**config.mk**
```make
export PLATFORM = sky130hd
export DESIGN_NAME = reorder_buffer
export DESIGN_NICKNAME = d
export VERILOG_FILES = /design/src/rtl/reorder_buffer_pkg.sv /design/src/rtl/rob_query_port.sv /design/src/rtl/reorder_buffer.sv
export SDC_FILE = /design/constraint.sdc
export NUM_CORES = 2
export LEC_CHECK = 0
export CAP_MARGIN = 40
export CORE_MARGIN = 5
export CORE_UTILIZATION = 55
export DETAILED_ROUTE_END_ITERATION = 10
export PLACE_DENSITY = 0.83
export SLEW_MARGIN = 25
export SYNTH_ARGS = -nofsm -noshare
export SYNTH_HDL_FRONTEND = slang
export SYNTH_SLANG_ARGS = --single-unit
```
**constraint.sdc**
```tcl
create_clock -name clk -period 57.6 [get_ports clk]
set_clock_uncertainty 0.05 [all_clocks]
set_input_delay 11.52 -clock clk [delete_from_list [all_inputs] [get_ports clk]]
set_output_delay 11.52 -clock clk [all_outputs]
set_load 0.05 [all_outputs]
```
**src/rtl/reorder_buffer_pkg.sv**
```systemverilog
// Shared constants and helpers for the reorder buffer.
// Entry i is tagged i+1 so that tag 0 can mean "operand already in the register file".
package reorder_buffer_pkg;

    localparam int ROB_LEN  = 4;
    localparam int ROB_SIZE = 1 << ROB_LEN;
    localparam int TAG_LEN  = ROB_LEN + 1;
    localparam int DATA_LEN = 32;
    localparam int ADDR_LEN = 32;
    localparam int REG_LEN  = 5;

    localparam logic TRUE  = 1'b1;
    localparam logic FALSE = 1'b0;
    localparam logic [DATA_LEN-1:0] ZERO_WORD = '0;

    // Occupancy thresholds in the counter's own width.
    localparam logic [TAG_LEN-1:0] ROB_CAP       = TAG_LEN'(ROB_SIZE);
    localparam logic [TAG_LEN-1:0] ROB_FULL_MARK = TAG_LEN'(ROB_SIZE - 1);

    typedef logic [TAG_LEN-1:0] rob_tag_t;
    typedef logic [ROB_LEN-1:0] rob_idx_t;

    // Tag ROB_SIZE has all low bits zero, so the wrap of the subtraction maps it
    // onto the last entry.
    function automatic rob_idx_t tag_to_idx(input rob_tag_t tag);
        return tag[ROB_LEN-1:0] - rob_idx_t'(1);
    endfunction

    function automatic rob_tag_t idx_to_tag(input rob_idx_t idx);
        return {1'b0, idx} + rob_tag_t'(1);
    endfunction

endpackage

```
**src/rtl/rob_query_port.sv**
```systemverilog
// Combinational operand lookup for the dispatcher.
// Ports:
//   q                      tag being queried (0 = no dependency)
//   entry_ready/entry_data per-entry ready flags and captured values
//   alu_*/lsb_*            result broadcasts of this cycle (bypassed)
//   ready/value            operand available and its value
module rob_query_port
    import reorder_buffer_pkg::*;
(
    input  rob_tag_t                          q,
    input  logic [ROB_SIZE-1:0]               entry_ready,
    input  logic [ROB_SIZE-1:0][DATA_LEN-1:0] entry_data,
    input  logic                              alu_valid,
    input  rob_tag_t                          alu_rob_id,
    input  logic [DATA_LEN-1:0]               alu_data,
    input  logic                              lsb_valid,
    input  rob_tag_t                          lsb_rob_id,
    input  logic [DATA_LEN-1:0]               lsb_data,
    output logic                              ready,
    output logic [DATA_LEN-1:0]               value
);

    rob_idx_t idx;
    logic     alu_hit;
    logic     lsb_hit;

    always_comb begin
        idx     = tag_to_idx(q);
        alu_hit = alu_valid && (alu_rob_id == q);
        lsb_hit = lsb_valid && (lsb_rob_id == q);
        ready   = FALSE;
        value   = ZERO_WORD;
        if (q == '0) begin
            ready = TRUE;
        end else begin
            ready = entry_ready[idx] || alu_hit || lsb_hit;
            // A result on a bus this cycle is newer than anything stored.
            if (alu_hit)
                value = alu_data;
            else if (lsb_hit)
                value = lsb_data;
            else
                value = entry_data[idx];
        end
    end

endmodule

```
**src/rtl/reorder_buffer.sv**
```systemverilog
// Circular reorder buffer: allocates entries for the dispatcher, answers operand
// queries with bus bypass, captures ALU/LSB results, retires in order to the
// register file or LSB, and flushes on a mispredicted jump.
// Ports:
//   clk, rst (async, active-high), rdy (global enable)
//   *_from_dsp / rob_id_to_dsp / full_to_if   allocation interface
//   Q*_from_dsp / Q*_ready_to_dsp / V*_to_dsp operand queries
//   alu_* / lsb_*                             result broadcast buses
//   *_to_reg, commit_*_to_lsb                 commit outputs (registered pulses)
//   rollback_flag / target_pc_to_if           flush and redirect
module reorder_buffer
    import reorder_buffer_pkg::*;
(
    input  logic                clk,
    input  logic                rst,
    input  logic                rdy,
    input  logic                ena_from_dsp,
    input  logic [REG_LEN-1:0]  rd_from_dsp,
    input  logic [ADDR_LEN-1:0] pc_from_dsp,
    input  logic                is_store_from_dsp,
    output logic [ROB_LEN:0]    rob_id_to_dsp,
    output logic                full_to_if,
    input  logic [ROB_LEN:0]    Q1_from_dsp,
    input  logic [ROB_LEN:0]    Q2_from_dsp,
    output logic                Q1_ready_to_dsp,
    output logic                Q2_ready_to_dsp,
    output logic [DATA_LEN-1:0] V1_to_dsp,
    output logic [DATA_LEN-1:0] V2_to_dsp,
    input  logic                alu_valid,
    input  logic [ROB_LEN:0]    alu_rob_id,
    input  logic [DATA_LEN-1:0] alu_data,
    input  logic                alu_jump,
    input  logic [ADDR_LEN-1:0] alu_target,
    input  logic                lsb_valid,
    input  logic [ROB_LEN:0]    lsb_rob_id,
    input  logic [DATA_LEN-1:0] lsb_data,
    output logic                ena_to_reg,
    output logic [REG_LEN-1:0]  rd_to_reg,
    output logic [ROB_LEN:0]    Q_to_reg,
    output logic [DATA_LEN-1:0] data_to_reg,
    output logic                commit_store_to_lsb,
    output logic [ROB_LEN:0]    commit_rob_id_to_lsb,
    output logic                rollback_flag,
    output logic [ADDR_LEN-1:0] target_pc_to_if
);

    logic [ROB_SIZE-1:0]               busy_reg, busy_next;
    logic [ROB_SIZE-1:0]               ready_reg, ready_next;
    logic [ROB_SIZE-1:0]               jump_reg, jump_next;
    logic [ROB_SIZE-1:0]               store_reg, store_next;
    logic [ROB_SIZE-1:0][DATA_LEN-1:0] data_reg, data_next;
    logic [ROB_SIZE-1:0][ADDR_LEN-1:0] target_reg, target_next;
    logic [ROB_SIZE-1:0][REG_LEN-1:0]  rd_reg, rd_next;
    rob_idx_t                          head_reg, head_next;
    rob_idx_t                          tail_reg, tail_next;
    logic [ROB_LEN:0]                  count_reg, count_next;

    logic                commit_ena_reg, commit_ena_next;
    logic [REG_LEN-1:0]  commit_rd_reg, commit_rd_next;
    rob_tag_t            commit_tag_reg, commit_tag_next;
    logic [DATA_LEN-1:0] commit_data_reg, commit_data_next;
    logic                commit_store_reg, commit_store_next;
    rob_tag_t            store_tag_reg, store_tag_next;
    logic                rollback_reg, rollback_next;
    logic [ADDR_LEN-1:0] redirect_pc_reg, redirect_pc_next;

    logic                do_alloc;
    logic                do_commit;
    logic                do_rollback;
    logic [ROB_SIZE-1:0] alu_hit;
    logic [ROB_SIZE-1:0] lsb_hit;

    // The pc travels with the instruction for debug only; nothing here consumes it.
    logic unused_pc;
    assign unused_pc = ^pc_from_dsp;

    // Broadcasts land only on live entries; stale tags after a flush fall through.
    genvar gi;
    generate
        for (gi = 0; gi < ROB_SIZE; gi++) begin : g_entry_hit
            assign alu_hit[gi] = alu_valid && busy_reg[gi]
                                 && (alu_rob_id == idx_to_tag(rob_idx_t'(gi)));
            assign lsb_hit[gi] = lsb_valid && busy_reg[gi]
                                 && (lsb_rob_id == idx_to_tag(rob_idx_t'(gi)));
        end
    endgenerate

    always_comb begin
        do_commit   = (count_reg != '0) && ready_reg[head_reg];
        do_rollback = do_commit && jump_reg[head_reg];
        do_alloc    = ena_from_dsp && (count_reg < ROB_CAP) && !do_rollback;

        busy_next   = busy_reg;
        ready_next  = ready_reg;
        jump_next   = jump_reg;
        store_next  = store_reg;
        data_next   = data_reg;
        target_next = target_reg;
        rd_next     = rd_reg;
        head_next   = head_reg;
        tail_next   = tail_reg;
        count_next  = count_reg;

        for (int i = 0; i < ROB_SIZE; i++) begin
            if (alu_hit[i]) begin
                ready_next[i]  = TRUE;
                data_next[i]   = alu_data;
                jump_next[i]   = alu_jump;
                target_next[i] = alu_target;
            end else if (lsb_hit[i]) begin
                ready_next[i] = TRUE;
                data_next[i]  = lsb_data;
            end
        end

        if (do_commit) begin
            busy_next[head_reg]  = FALSE;
            ready_next[head_reg] = FALSE;
            head_next            = head_reg + rob_idx_t'(1);
        end

        if (do_alloc) begin
            busy_next[tail_reg]  = TRUE;
            ready_next[tail_reg] = FALSE;
            jump_next[tail_reg]  = FALSE;
            rd_next[tail_reg]    = rd_from_dsp;
            store_next[tail_reg] = is_store_from_dsp;
            tail_next            = tail_reg + rob_idx_t'(1);
        end

        case ({do_alloc, do_commit})
            2'b10:   count_next = count_reg + rob_tag_t'(1);
            2'b01:   count_next = count_reg - rob_tag_t'(1);
            default: count_next = count_reg;
        endcase

        // Everything younger than the mispredicted jump is wrong-path work.
        if (do_rollback) begin
            busy_next  = '0;
            ready_next = '0;
            jump_next  = '0;
            head_next  = '0;
            tail_next  = '0;
            count_next = '0;
        end

        // Payload registers hold their last committed values between pulses.
        commit_ena_next   = do_commit && !store_reg[head_reg];
        commit_store_next = do_commit && store_reg[head_reg];
        rollback_next     = do_rollback;
        commit_rd_next    = commit_rd_reg;
        commit_tag_next   = commit_tag_reg;
        commit_data_next  = commit_data_reg;
        store_tag_next    = store_tag_reg;
        redirect_pc_next  = redirect_pc_reg;
        if (commit_ena_next) begin
            commit_rd_next   = rd_reg[head_reg];
            commit_tag_next  = idx_to_tag(head_reg);
            commit_data_next = data_reg[head_reg];
        end
        if (commit_store_next)
            store_tag_next = idx_to_tag(head_reg);
        if (do_rollback)
            redirect_pc_next = target_reg[head_reg];
    end

    always_ff @(posedge clk or posedge rst) begin
        if (rst) begin
            busy_reg         <= '0;
            ready_reg        <= '0;
            jump_reg         <= '0;
            store_reg        <= '0;
            data_reg         <= '0;
            target_reg       <= '0;
            rd_reg           <= '0;
            head_reg         <= '0;
            tail_reg         <= '0;
            count_reg        <= '0;
            commit_ena_reg   <= FALSE;
            commit_rd_reg    <= '0;
            commit_tag_reg   <= '0;
            commit_data_reg  <= '0;
            commit_store_reg <= FALSE;
            store_tag_reg    <= '0;
            rollback_reg     <= FALSE;
            redirect_pc_reg  <= '0;
        end else if (rdy) begin
            busy_reg         <= busy_next;
            ready_reg        <= ready_next;
            jump_reg         <= jump_next;
            store_reg        <= store_next;
            data_reg         <= data_next;
            target_reg       <= target_next;
            rd_reg           <= rd_next;
            head_reg         <= head_next;
            tail_reg         <= tail_next;
            count_reg        <= count_next;
            commit_ena_reg   <= commit_ena_next;
            commit_rd_reg    <= commit_rd_next;
            commit_tag_reg   <= commit_tag_next;
            commit_data_reg  <= commit_data_next;
            commit_store_reg <= commit_store_next;
            store_tag_reg    <= store_tag_next;
            rollback_reg     <= rollback_next;
            redirect_pc_reg  <= redirect_pc_next;
        end
    end

    rob_query_port u_query_q1 (
        .q           (Q1_from_dsp),
        .entry_ready (ready_reg),
        .entry_data  (data_reg),
        .alu_valid   (alu_valid),
        .alu_rob_id  (alu_rob_id),
        .alu_data    (alu_data),
        .lsb_valid   (lsb_valid),
        .lsb_rob_id  (lsb_rob_id),
        .lsb_data    (lsb_data),
        .ready       (Q1_ready_to_dsp),
        .value       (V1_to_dsp)
    );

    rob_query_port u_query_q2 (
        .q           (Q2_from_dsp),
        .entry_ready (ready_reg),
        .entry_data  (data_reg),
        .alu_valid   (alu_valid),
        .alu_rob_id  (alu_rob_id),
        .alu_data    (alu_data),
        .lsb_valid   (lsb_valid),
        .lsb_rob_id  (lsb_rob_id),
        .lsb_data    (lsb_data),
        .ready       (Q2_ready_to_dsp),
        .value       (V2_to_dsp)
    );

    assign rob_id_to_dsp = idx_to_tag(tail_reg);
    // One slot of margin: the dispatcher sees full one cycle late.
    assign full_to_if    = (count_reg >= ROB_FULL_MARK);

    // While frozen the pulses are masked; they appear once rdy returns.
    assign ena_to_reg           = commit_ena_reg && rdy;
    assign rd_to_reg            = commit_rd_reg;
    assign Q_to_reg             = commit_tag_reg;
    assign data_to_reg          = commit_data_reg;
    assign commit_store_to_lsb  = commit_store_reg && rdy;
    assign commit_rob_id_to_lsb = store_tag_reg;
    assign rollback_flag        = rollback_reg && rdy;
    assign target_pc_to_if      = redirect_pc_reg;

endmodule

```
==> impl_results.md <==
- Status: completed
- Cell Rows: 132
- Distinct cells, synth: 57
- Detailed placement HPWL: approximately 130000 um
- Post-Synthesis Cells: 5738
- Critical Path Start Type: primary input
- Final GP Congestion: 0.9045
- First-pass GRT wire length: 342100 um
- Pins Over Slew Limit: 0
- Met3 GRT Util: 11.45%
- Fin nets: 5828
- Critical Path AT: 16.28 ns
- Drc violations: 0
- Number of instances in the placed design: 7239
- Core Region: 129000 um^2
- TritonCTS clock tree: yes
- Yosys warning count: 0
- Most Frequent Cell on Critical Path: a211oi_1
- Worst Setup EP: V1_to_dsp[2]
- R2r startpoint: head_reg[1]
- GR Util met1: 41.01%
- Initial DRC Count: 7076
- Gr usage total: 33.11%
- GRT overflow: 0
- Commonest register cell after synthesis: dfrtp_1
- Hold_ws: around 0.43 ns
- EDFF count, synth: 0
- Area delta synth->final: 13.22%
- Slew @ Worst Pin: 0.9895 ns
- Sink Count: between 1000 and 1500
- Fin util: 62.44%
- FF-to-FF path depth: 12
- Fmax: 35.91 MHz
- CTS H-tree lvls: 4
- Port-buffer cells: 282
- Post-Place Setup Slack: 29.89 ns
- CTS resizes: 0
- Required @ worst endpoint: roughly 46 ns
- Power Density: 40.70 nW/um^2
- R2r setup slk: around 52 ns
- Via count: between 50000 and 60000
- Setup Buffers After CTS: 0
- Setup WS post-layout: 29.75 ns
- Finished Cell Area: 80550 um^2
- CTS Buf Count: 137
- Grt peak-use layer: met2
- Clk Latency, worst-skew pair: 0.81 ns
- R2R Path End: rd_reg[35]
- Commonest non-fill, non-tap cell in the layout: dfrtp_1
- Relative slew slack: 34.03%
- Post-synth ARST share: between 90% and 100%
- Peak supply drop: 0.00004787 V
- Clock root cell: clkbuf_16
- Maximum fanout along the worst path: 96
- Vias in the first global route: 54880
- Num ports: 315
- Antenna violations before repair: 22
- Most frequent cells in the layout: dfrtp_1, nand2_1, mux2_2, mux4_2, mux2i_1
- RSZ-0062 raised after global routing: no
- Syn_nets: around 5900
- Syn_area_per_cell: 12.40 um^2
- #FFs+latches synth: 1263
- Clk slew on worst S/H paths: 0.06 ns
- Critical Path End Type: output port
- Sequential element share of the synthesized area: 44.43%
- Max Cap Viol: 0
- Power Total: 3.278 mW
- Height of the die: 369.6 um
- Leakage: 35.64 nW
- Fin crit share: 48.35%
- Routing usage on met2: 51.16%
- Initial core utilization: 55.15%
- WS Path Type: primary input to output port
- Fraction of layout cells with a size suffix above 1: 30.84%
- Post-route ant nets: 0
- Max Root-Sink Buffers: 3
- Final-report setup violation count: 0
- Setup tns final: 0 ns
- Die X-Extent: between 300 and 400 um
- DR WL/cell: 30.35 um
- Worst-path cell chain: clkdlybuf4s50_1 -> inv_1 -> ha_4 -> buf_12 -> mux4_2 -> nor2b_1 -> a211oi_1 -> a211oi_1 -> a21oi_1 -> a211oi_1 -> clkdlybuf4s50_1
- Minimum clock period: about 28 ns
- Finished Layout Cells: 7521
- Vias per cell: 7.082
- CP max-delay cell: clkdlybuf4s50_1
- CTS Hold Bufs: 0
- Worst Setup SP: Q1_from_dsp[1]
- Largest net degree at the start of global routing: 200
- Placed Instance Area: 75490 um^2
- Synthesized area: 71140 um^2
- Final Hold Viols: 0
- Hold WC Path Type: flip-flop to flip-flop
- Drt first pass iters: 10
- Final wirelength: approximately 230000 um
- Slowest stage delay, CP: 0.95 ns
- Total die area: approximately 140000 um^2
-- worst min path at each step --
stage	startpoint	endpoint	cells after the start
after floorplan	commit_ena_reg	commit_ena_reg	1
after global placement	commit_ena_reg	commit_ena_reg	1
after detailed placement	commit_ena_reg	commit_ena_reg	1
after CTS	commit_ena_reg	commit_ena_reg	1
after global routing	commit_ena_reg	commit_ena_reg	1
final	commit_ena_reg	commit_ena_reg	1
-- layer usage --
metal	vias to the layer above	share of wire, %
met1	26877	34
met5	-	0.032
met2	4085	46
met3	1129	14
li1	21159	-
met4	12	6.6
-- cell type report --
cell class                 count  area [um^2]
timing repair buffer         421         4661
tap                         1742         2180
clock inverter                46        699.4
antenna                       14        35.03
clock buffer                 203         3916
sequential                  1263        31620
fill                        9144        48440
multi-input combinational   3799        37300
inverter                      33        136.4
-- synth_stat cells, drive strengths merged, types with 4 or more instances --
| library cell | instances | share of area (%) |
|---|---|---|
| xor2 | 20 | 0.25 |
| and3 | 28 | 0.25 |
| nand2b | 9 | 0.079 |
| o31ai | 7 | 0.074 |
| and2 | 6 | 0.053 |
| nand2 | 756 | 4.0 |
| o22ai | 6 | 0.053 |
| clkbuf | 436 | 2.3 |
| o21ai | 400 | 2.8 |
| a32o | 16 | 0.23 |
| xnor2 | 10 | 0.12 |
| buf | 207 | 1.3 |
| a31oi | 168 | 1.5 |
| dfrtp | 1263 | 44 |
| a211oi | 130 | 1.4 |
| nor3 | 9 | 0.086 |
| mux2 | 689 | 11 |
| and4 | 4 | 0.049 |
| inv | 31 | 0.16 |
| a22o | 5 | 0.062 |
| a21oi | 66 | 0.47 |
| mux4 | 651 | 21 |
| ha | 12 | 0.21 |
| mux2i | 429 | 6.0 |
| a22oi | 6 | 0.063 |
| and3b | 4 | 0.049 |
| a21o | 4 | 0.042 |
| nor2b | 43 | 0.38 |
| nor4 | 4 | 0.035 |
| nor2 | 257 | 1.4 |
| nand3 | 41 | 0.36 |
-- logic make-up after synthesis --
logic type	synth area share, %
buffers and inverters	3.732
AND/OR/NAND/NOR	6.824
adder cells (fa/ha/maj)	0.2111
flip-flops	44.43
AO/OA/AOI/OAI	6.757
multiplexers	37.68
XOR/XNOR	0.3693
-- power breakdown --
| part | switching, mW | internal [mW] |
|---|---|---|
| logic | 0.605 | 0.540 |
| clock network | 0.394 | 0.515 |
| registers | 0.161 | 1.06 |
| total | 1.16 | 2.12 |
-- critical path: cells and delay by family --
kind	cells	cell delay (ns)
AND/OR/NAND/NOR	1	0.12
buffers and inverters	4	2.31
multiplexers	1	0.32
AO/OA/AOI/OAI	4	1.19
adder cells (fa/ha/maj)	1	0.73
(Power assumes the default switching activity.)
